### src/rtl/kyber_pkg.sv
// Shared Kyber constants and the encoder state type used by the polynomial packing blocks.
package kyber_pkg;

    localparam int KYBER_Q = 3329;
    localparam int KYBER_N = 256;
    localparam int COEF_W  = 16;

    typedef enum logic [1:0] {
        ENC_IDLE  = 2'd0,
        ENC_RUN   = 2'd1,
        ENC_FLUSH = 2'd2,
        ENC_DONE  = 2'd3
    } enc_state_t;

endpackage

### src/rtl/poly_encode_norm.sv
// Single-lane reduction of a signed coefficient in (-Q, 2Q) to [0, Q).
// Instantiated by poly_encode only when NORMALIZE_EN is defined.
module poly_encode_norm
    import kyber_pkg::*;
#(
    parameter int Q = KYBER_Q
) (
    input  logic signed [COEF_W-1:0] i_coef,
    output logic        [COEF_W-1:0] o_coef
);

    localparam logic signed [COEF_W-1:0] Q_S = COEF_W'(Q);

    always_comb begin
        o_coef = i_coef;
        if (i_coef[COEF_W-1]) begin
            o_coef = i_coef + Q_S;
        end else if (i_coef >= Q_S) begin
            o_coef = i_coef - Q_S;
        end
    end

endmodule

### src/rtl/poly_encode.sv
// Packs two signed coefficients per beat into an LSB-first word stream (ByteEncode_d).
// Optional macro NORMALIZE_EN reduces each lane to [0, Q) before packing.
module poly_encode
    import kyber_pkg::*;
#(
    parameter int N_COEF    = KYBER_N,
    parameter int COEF_BITS = 12,
    parameter int WORD_W    = 32,
    parameter int Q         = KYBER_Q
) (
    input  logic                     clk,
    input  logic                     reset,
    input  logic                     set,
    input  logic signed [COEF_W-1:0] din_1,
    input  logic signed [COEF_W-1:0] din_2,
    input  logic                     readin,
    output logic                     ok_in,
    output logic [WORD_W-1:0]        dout,
    output logic                     ok_out,
    input  logic                     readout,
    output logic                     done
);

    localparam int BUF_W  = WORD_W + 2*COEF_BITS - 1;
    localparam int CNT_W  = $clog2(WORD_W + 2*COEF_BITS);
    localparam int BEAT_W = $clog2(N_COEF/2 + 1);

    localparam logic [CNT_W-1:0]  WORD_W_C  = CNT_W'(WORD_W);
    localparam logic [CNT_W-1:0]  BEAT_BITS = CNT_W'(2*COEF_BITS);
    localparam logic [BEAT_W-1:0] LAST_BEAT = BEAT_W'(N_COEF/2 - 1);

    enc_state_t        r_state;
    logic [BUF_W-1:0]  r_buf;
    logic [CNT_W-1:0]  r_held;
    logic [BEAT_W-1:0] r_beats;
    logic              r_done;

    logic [COEF_W-1:0] w_lane1;
    logic [COEF_W-1:0] w_lane2;
    logic [BUF_W-1:0]  w_beat_bits;
    logic [BUF_W-1:0]  w_shifted;
    logic [BUF_W-1:0]  w_buf_next;
    logic [CNT_W-1:0]  w_held_after;
    logic [CNT_W-1:0]  w_held_next;
    logic              w_accept;
    logic              w_emit;
    logic              w_unused_bits;

`ifdef NORMALIZE_EN
    poly_encode_norm #(.Q(Q)) u_norm1 (.i_coef(din_1), .o_coef(w_lane1));
    poly_encode_norm #(.Q(Q)) u_norm2 (.i_coef(din_2), .o_coef(w_lane2));
    assign w_unused_bits = ^{w_lane1, w_lane2};
`else
    assign w_lane1       = din_1;
    assign w_lane2       = din_2;
    assign w_unused_bits = ^{w_lane1, w_lane2, COEF_W'(Q)};
`endif

    assign w_beat_bits = BUF_W'({w_lane2[COEF_BITS-1:0], w_lane1[COEF_BITS-1:0]});

    assign ok_in  = (r_state == ENC_RUN) && (r_held < WORD_W_C);
    assign ok_out = ((r_state == ENC_RUN) && (r_held >= WORD_W_C)) ||
                    ((r_state == ENC_FLUSH) && (r_held != '0));
    assign dout   = r_buf[WORD_W-1:0];
    assign done   = r_done;

    assign w_accept = ok_in && readin;
    assign w_emit   = ok_out && readout;

    // Emit shifts first so a same-cycle beat lands at the post-shift fill level.
    always_comb begin
        w_shifted    = r_buf;
        w_held_after = r_held;
        if (w_emit) begin
            w_shifted    = r_buf >> WORD_W;
            w_held_after = (r_held >= WORD_W_C) ? (r_held - WORD_W_C) : '0;
        end
        w_buf_next  = w_shifted;
        w_held_next = w_held_after;
        if (w_accept) begin
            w_buf_next  = w_shifted | (w_beat_bits << w_held_after);
            w_held_next = w_held_after + BEAT_BITS;
        end
    end

    always_ff @(posedge clk or negedge reset) begin
        if (!reset) begin
            r_state <= ENC_IDLE;
            r_buf   <= '0;
            r_held  <= '0;
            r_beats <= '0;
            r_done  <= 1'b0;
        end else if (!set) begin
            r_state <= ENC_IDLE;
            r_buf   <= '0;
            r_held  <= '0;
            r_beats <= '0;
            r_done  <= 1'b0;
        end else begin
            r_done <= (r_state == ENC_DONE);
            case (r_state)
                ENC_IDLE: begin
                    r_state <= ENC_RUN;
                    r_buf   <= '0;
                    r_held  <= '0;
                    r_beats <= '0;
                end
                ENC_RUN: begin
                    r_buf  <= w_buf_next;
                    r_held <= w_held_next;
                    if (w_accept) begin
                        r_beats <= r_beats + BEAT_W'(1);
                        if (r_beats == LAST_BEAT) begin
                            r_state <= ENC_FLUSH;
                        end
                    end
                end
                ENC_FLUSH: begin
                    r_buf  <= w_buf_next;
                    r_held <= w_held_next;
                    if (r_held == '0) begin
                        r_state <= ENC_DONE;
                    end
                end
                ENC_DONE: begin
                    r_state <= ENC_DONE;
                end
                default: begin
                    r_state <= ENC_IDLE;
                end
            endcase
        end
    end

endmodule

### config.mk
export PLATFORM = sky130hd
export DESIGN_NAME = poly_encode
export DESIGN_NICKNAME = d
export VERILOG_FILES = /design/src/rtl/kyber_pkg.sv /design/src/rtl/poly_encode_norm.sv /design/src/rtl/poly_encode.sv
export SDC_FILE = /design/constraint.sdc
export NUM_CORES = 1
export LEC_CHECK = 0
export CAP_MARGIN = 10
export CORE_ASPECT_RATIO = 0.8
export CORE_MARGIN = 3
export CORE_UTILIZATION = 57
export CTS_BUF_LIST = sky130_fd_sc_hd__clkbuf_2 sky130_fd_sc_hd__clkbuf_4 sky130_fd_sc_hd__clkbuf_8
export CTS_CLUSTER_SIZE = 28
export DETAILED_ROUTE_END_ITERATION = 8
export GPL_TIMING_DRIVEN = 0
export PLACE_DENSITY = 0.89
export SETUP_SLACK_MARGIN = 0.05
export SLEW_MARGIN = 20
export SYNTH_ARGS = -nofsm -noshare
export SYNTH_HDL_FRONTEND = slang
export SYNTH_SLANG_ARGS = --single-unit
### constraint.sdc
create_clock -name clk -period 3.5 [get_ports clk]
set_clock_uncertainty 0.15 [all_clocks]
set_input_delay 1.05 -clock clk [delete_from_list [all_inputs] [get_ports clk]]
set_output_delay 1.05 -clock clk [all_outputs]
set_load 0.02 [all_outputs]
==> flow_summary.html <==
<table>
<tr><th>Metric</th><th>Value</th></tr>
<tr><th colspan="2">Placed design</th></tr>
<tr><td>Dpl ws</td><td>-409 ps</td></tr>
<tr><td>RePlAce Congestion</td><td>1.11</td></tr>
<tr><td>Number of cells after detailed placement</td><td>786</td></tr>
<tr><td>Dpl cell area</td><td>roughly 6000 µm²</td></tr>
<tr><td># port buffers</td><td>62</td></tr>
<tr><td>Sum of net half-perimeters after detailed placement</td><td>14500 µm</td></tr>
<tr><th colspan="2">Route</th></tr>
<tr><td>Initial DRT Pass Iterations</td><td>7</td></tr>
<tr><td>Post-route antenna net violation count</td><td>0</td></tr>
<tr><td>Detailed-route wire length</td><td>around 20000 µm</td></tr>
<tr><td>DRC violation total after the first TritonRoute iteration</td><td>1103</td></tr>
<tr><td>Wire per inst</td><td>24.9 µm</td></tr>
<tr><td>Residual DRC</td><td>0</td></tr>
<tr><td>Vias after detailed routing</td><td>5809</td></tr>
<tr><td>Vias per inst</td><td>7.25</td></tr>
<tr><th colspan="2">Logic synthesis</th></tr>
<tr><td>Number of instances in the synthesized netlist</td><td>between 600 and 700</td></tr>
<tr><td>Netlist Area Pre-Place</td><td>~5200 µm²</td></tr>
<tr><td>Post-synthesis simple-gate area fraction</td><td>16.9%</td></tr>
<tr><td>Yosys warns</td><td>0</td></tr>
<tr><td>Netlist cell types</td><td>71</td></tr>
<tr><td>Synthesized flop and latch total</td><td>~70</td></tr>
<tr><td>Share of the yosys chip area belonging to registers</td><td>between 30% and 40%</td></tr>
<tr><td>Dominant combinational cell family by area after synthesis</td><td>compound AO/OA/AOI/OAI gates</td></tr>
<tr><td>Syn Area/Cell</td><td>8.53 µm²</td></tr>
<tr><td>Multiplexer share of the synthesized area</td><td>5.30%</td></tr>
<tr><td>Adder-cell share of the synthesized area</td><td>~1.7%</td></tr>
<tr><td>Parity-gate share of the synthesized area counting xor and xnor cells</td><td>0.168%</td></tr>
<tr><td>Net Count, Synth</td><td>655</td></tr>
<tr><td>Share of flip-flops with an asynchronous set or reset</td><td>100%</td></tr>
<tr><td>Primary flip-flop cell chosen by synthesis mapping</td><td>sky130_fd_sc_hd__dfrtp_1</td></tr>
<tr><td>Synthesized-area fraction occupied by ao, oa, aoi and oai cells</td><td>approximately 31%</td></tr>
<tr><td>Number of synthesized flops with an enable pin</td><td>0</td></tr>
<tr><th colspan="2">Floorplan</th></tr>
<tr><td>Row count</td><td>30</td></tr>
<tr><td>Initial core utilization</td><td>approximately 60%</td></tr>
<tr><td>Die extent in y</td><td>approximately 92 µm</td></tr>
<tr><td>Core Footprint</td><td>~8700 µm²</td></tr>
<tr><td>Area of the die</td><td>roughly 10000 µm²</td></tr>
<tr><td>Die Width</td><td>113 µm</td></tr>
<tr><td>Boundary pin count</td><td>72</td></tr>
<tr><th colspan="2">GRT</th></tr>
<tr><td>Antenna violations before repair</td><td>0</td></tr>
<tr><td>Number of global-route vias before repair</td><td>between 5000 and 6000</td></tr>
<tr><td>Total global routing overflow</td><td>0</td></tr>
<tr><td>Maximum number of pins on one net before global-route repair</td><td>46</td></tr>
<tr><td>Total track usage</td><td>38.3%</td></tr>
<tr><td>Global-route wire length before repair</td><td>30900 µm</td></tr>
<tr><th colspan="2">Power</th></tr>
<tr><td>Worst IR drop on VDD</td><td>0.000431 V</td></tr>
<tr><td>Leak Pwr</td><td>2.72 nW</td></tr>
<tr><td>Pwr Density</td><td>410 nW/µm²</td></tr>
<tr><td>Final total power</td><td>2.58 mW</td></tr>
<tr><th colspan="2">Timing</th></tr>
<tr><td>RSZ-0062 raised after global routing</td><td>false</td></tr>
<tr><td>Minimum setup slack in the final design</td><td>117 ps</td></tr>
<tr><td>Worst hold margin</td><td>322 ps</td></tr>
<tr><td>Crit path time final</td><td>3380 ps</td></tr>
<tr><td>Highest attainable clock frequency</td><td>~0.30 GHz</td></tr>
<tr><td>Slew Limit Fails</td><td>0</td></tr>
<tr><td>Max transition margin</td><td>55.8%</td></tr>
<tr><td>Final worst-path cycle share</td><td>between 90 and 100%</td></tr>
<tr><td>Setup_tns</td><td>0 ps</td></tr>
<tr><td>Number of setup violations in the final report</td><td>0</td></tr>
<tr><td>Hold violation count in the final report</td><td>0</td></tr>
<tr><td>Worst Tran Pin Value</td><td>662 ps</td></tr>
<tr><th colspan="2">CTS</th></tr>
<tr><td>Count of hold buffers inserted by post-cts repair</td><td>0</td></tr>
<tr><td>Root buf cell</td><td>sky130_fd_sc_hd__clkbuf_8</td></tr>
<tr><td>Reg clk slew, reported paths</td><td>80 ps</td></tr>
<tr><td>Insertion delay of the later-clocked pin in the worst-skew pair</td><td>370 ps</td></tr>
<tr><td>Number of buffers added by the clock tree synthesis step</td><td>9</td></tr>
<tr><td>Number of H-tree levels</td><td>3</td></tr>
<tr><td>Clk sinks</td><td>a little over 70</td></tr>
<tr><td>CTS Buffer Depth</td><td>2</td></tr>
<tr><td>Number of buffers added for setup after CTS</td><td>0</td></tr>
<tr><td>Clock tree from TritonCTS</td><td>yes</td></tr>
<tr><th colspan="2">Worst setup path</th></tr>
<tr><td>Depth of the most critical reg-to-reg path</td><td>9</td></tr>
<tr><td>R2R Setup Slk</td><td>460 ps</td></tr>
<tr><td>R2R Path Start</td><td>r_state[1]$_DFFE_PN0P_</td></tr>
<tr><td>Worst setup EP type</td><td>flip-flop</td></tr>
<tr><td>Worst path required time</td><td>3600 ps</td></tr>
<tr><td>WS Path Type</td><td>primary input to flip-flop</td></tr>
<tr><td>Crit start category</td><td>primary input</td></tr>
<tr><td>R2R Path End</td><td>r_buf[12]$_DFFE_PN0P_</td></tr>
<tr><td>Critical Path, Cell by Cell</td><td>clkdlybuf4s50_1, and3b_2, clkbuf_4, nor2_4, inv_1, buf_2, nand4_1, o21ai_0, a211o_1</td></tr>
<tr><td>Worst stage delay on the critical path</td><td>between 400 and 500 ps</td></tr>
<tr><td>Worst Path Max Fanout</td><td>10</td></tr>
<tr><td>Critical path's slowest cell</td><td>sky130_fd_sc_hd__clkdlybuf4s50_1</td></tr>
<tr><td>Data arrival time of the critical path</td><td>approximately 3500 ps</td></tr>
<tr><th colspan="2">Hold path</th></tr>
<tr><td>Worst Min Path Start</td><td>r_buf[40]$_DFFE_PN0P_</td></tr>
<tr><td>Worst hold path class</td><td>flip-flop to flip-flop</td></tr>
<tr><td>WHS Endpoint</td><td>r_buf[40]$_DFFE_PN0P_</td></tr>
<tr><td>Worst Hold Depth</td><td>2</td></tr>
<tr><th colspan="2">Finish</th></tr>
<tr><td>Antenna diode count</td><td>0</td></tr>
<tr><td>Final standard cell utilization of the core</td><td>between 70% and 80%</td></tr>
<tr><td>Fill cell instance count of the final layout</td><td>669</td></tr>
<tr><td>Final instance area</td><td>~6300 µm²</td></tr>
<tr><td>Layout cell share with drive strength beyond 1</td><td>~17%</td></tr>
<tr><td>Number of standard cells in the final layout excluding fillers</td><td>between 800 and 900</td></tr>
<tr><td>Synthesis-to-finish area growth</td><td>20.7%</td></tr>
<tr><td>Post-layout nets</td><td>between 700 and 800</td></tr>
<tr><th colspan="2">Flow run</th></tr>
<tr><td>MaxCap Viol Count</td><td>0</td></tr>
<tr><th colspan="2">Status</th></tr>
<tr><td>Run status</td><td>finished clean</td></tr>
</table>
## registers in the layout, summed over array words and instances (netlist names)
register and cells:
r_buf 55, r_beats 8, r_held 6, r_state 2, done 1
## cell families (layout without fill, tap and decap cells)
group	count (synthesis)	after routing
AO/OA/AOI/OAI	225	225
XOR/XNOR	1	1
adder cells (fa/ha/maj)	7	7
buffers and inverters	93	171
flip-flops	72	72
multiplexers	27	27
AND/OR/NAND/NOR	186	186
## what timing repair did
| action | 4_1_cts | 5_1_grt |
|---|---|---|
| resized for setup | 5 | 25 |
| hold endpoints to repair | 0 | 0 |
| setup endpoints to repair | 6 | 34 |
## worst max-delay path by stage
stage / to / from / cells past startpoint / slack (ps)
3_3_place_gp: r_beats[1]$_DFFE_PN0P_ / reset / 1 / -1190
3_5_place_dp: r_buf[22]$_DFFE_PN0P_ / readout / 8 / -410
4_1_cts: ok_out / r_held[5]$_DFFE_PN0P_ / 4 / 50
2_1_floorplan: r_buf[26]$_DFFE_PN0P_ / readout / 8 / 730
5_1_grt: r_buf[27]$_DFFE_PN0P_ / readout / 9 / 60
6_report: r_buf[27]$_DFFE_PN0P_ / readout / 9 / 120
## cells in the final DEF (no fill, tap or decap), types with 6 or more instances in the layout
cell type                         instances
sky130_fd_sc_hd__nand2_1                 78
sky130_fd_sc_hd__dfrtp_1                 72
sky130_fd_sc_hd__clkdlybuf4s50_1         60
sky130_fd_sc_hd__o21ai_0                 36
sky130_fd_sc_hd__nor2_1                  35
sky130_fd_sc_hd__buf_4                   35
sky130_fd_sc_hd__a22oi_1                 34
sky130_fd_sc_hd__a21oi_1                 28
sky130_fd_sc_hd__mux2i_1                 22
sky130_fd_sc_hd__nand3_1                 18
sky130_fd_sc_hd__inv_1                   16
sky130_fd_sc_hd__buf_2                   14
sky130_fd_sc_hd__o211ai_1                14
sky130_fd_sc_hd__clkbuf_1                11
sky130_fd_sc_hd__o22ai_1                 10
sky130_fd_sc_hd__clkbuf_8                10
sky130_fd_sc_hd__a32oi_1                  8
sky130_fd_sc_hd__clkbuf_4                 7
sky130_fd_sc_hd__o221ai_1                 7
sky130_fd_sc_hd__nor3_1                   7
sky130_fd_sc_hd__a22o_1                   7
sky130_fd_sc_hd__a222oi_1                 7
sky130_fd_sc_hd__ha_1                     7
sky130_fd_sc_hd__o21ai_1                  6
sky130_fd_sc_hd__a221o_1                  6
## worst max-delay path: cells and delay by family
kind | cells | cell delay [ps]
AOI/OAI and AO/OA | 2 | 600
buffers and inverters | 4 | 1170
and+or+nand+nor | 3 | 660
## final cells by class
type	instances	area, µm²	share of cell area, %
repair buffers	63	648	10.3
flip-flops and latches	72	1800	28.6
clock inverters	4	52.6	0.835
multi-input cells	446	2950	46.9
clock buffers	12	153	2.43
plain buffers	75	482	7.66
inverters	17	63.8	1.01
well taps	112	140	2.23
## cell usage after synthesis, types with 6 or more instances
| master | n | area share (%) |
|---|---|---|
| sky130_fd_sc_hd__a22o_1 | 7 | 1.2 |
| sky130_fd_sc_hd__o22ai_1 | 14 | 1.7 |
| sky130_fd_sc_hd__nor2_1 | 38 | 2.7 |
| sky130_fd_sc_hd__mux2i_1 | 22 | 4.2 |
| sky130_fd_sc_hd__nand2_1 | 79 | 5.7 |
| sky130_fd_sc_hd__a32oi_1 | 9 | 1.5 |
| sky130_fd_sc_hd__nor3_1 | 7 | 0.67 |
| sky130_fd_sc_hd__dfrtp_1 | 72 | 35 |
| sky130_fd_sc_hd__a21oi_1 | 28 | 2.7 |
| sky130_fd_sc_hd__buf_4 | 34 | 4.9 |
| sky130_fd_sc_hd__o211ai_1 | 14 | 2.0 |
| sky130_fd_sc_hd__a22oi_1 | 34 | 4.9 |
| sky130_fd_sc_hd__a221o_1 | 6 | 1.2 |
| sky130_fd_sc_hd__o21ai_0 | 39 | 3.7 |
| sky130_fd_sc_hd__ha_1 | 7 | 1.7 |
| sky130_fd_sc_hd__clkbuf_1 | 16 | 1.2 |
| sky130_fd_sc_hd__o221ai_1 | 7 | 1.2 |
| sky130_fd_sc_hd__buf_2 | 19 | 1.8 |
| sky130_fd_sc_hd__a222oi_1 | 7 | 1.3 |
| sky130_fd_sc_hd__inv_1 | 16 | 1.2 |
| sky130_fd_sc_hd__nand3_1 | 19 | 1.8 |
## where the power goes
part | switching (mW) | internal, mW
sequential | 0.0399 | 0.879
combinational | 0.640 | 0.330
clock | 0.326 | 0.367
total | 1.01 | 1.58
## routing by layer
metal	up-vias	part of all wire [%]	global-route usage [%]
li1	2417	-	-
met1	2693	37	53.6
met2	584	42	54.5
met3	115	17	14.9
met4	0	4.3	11.8
met5	-	0	0
(Power assumes the default switching activity.)
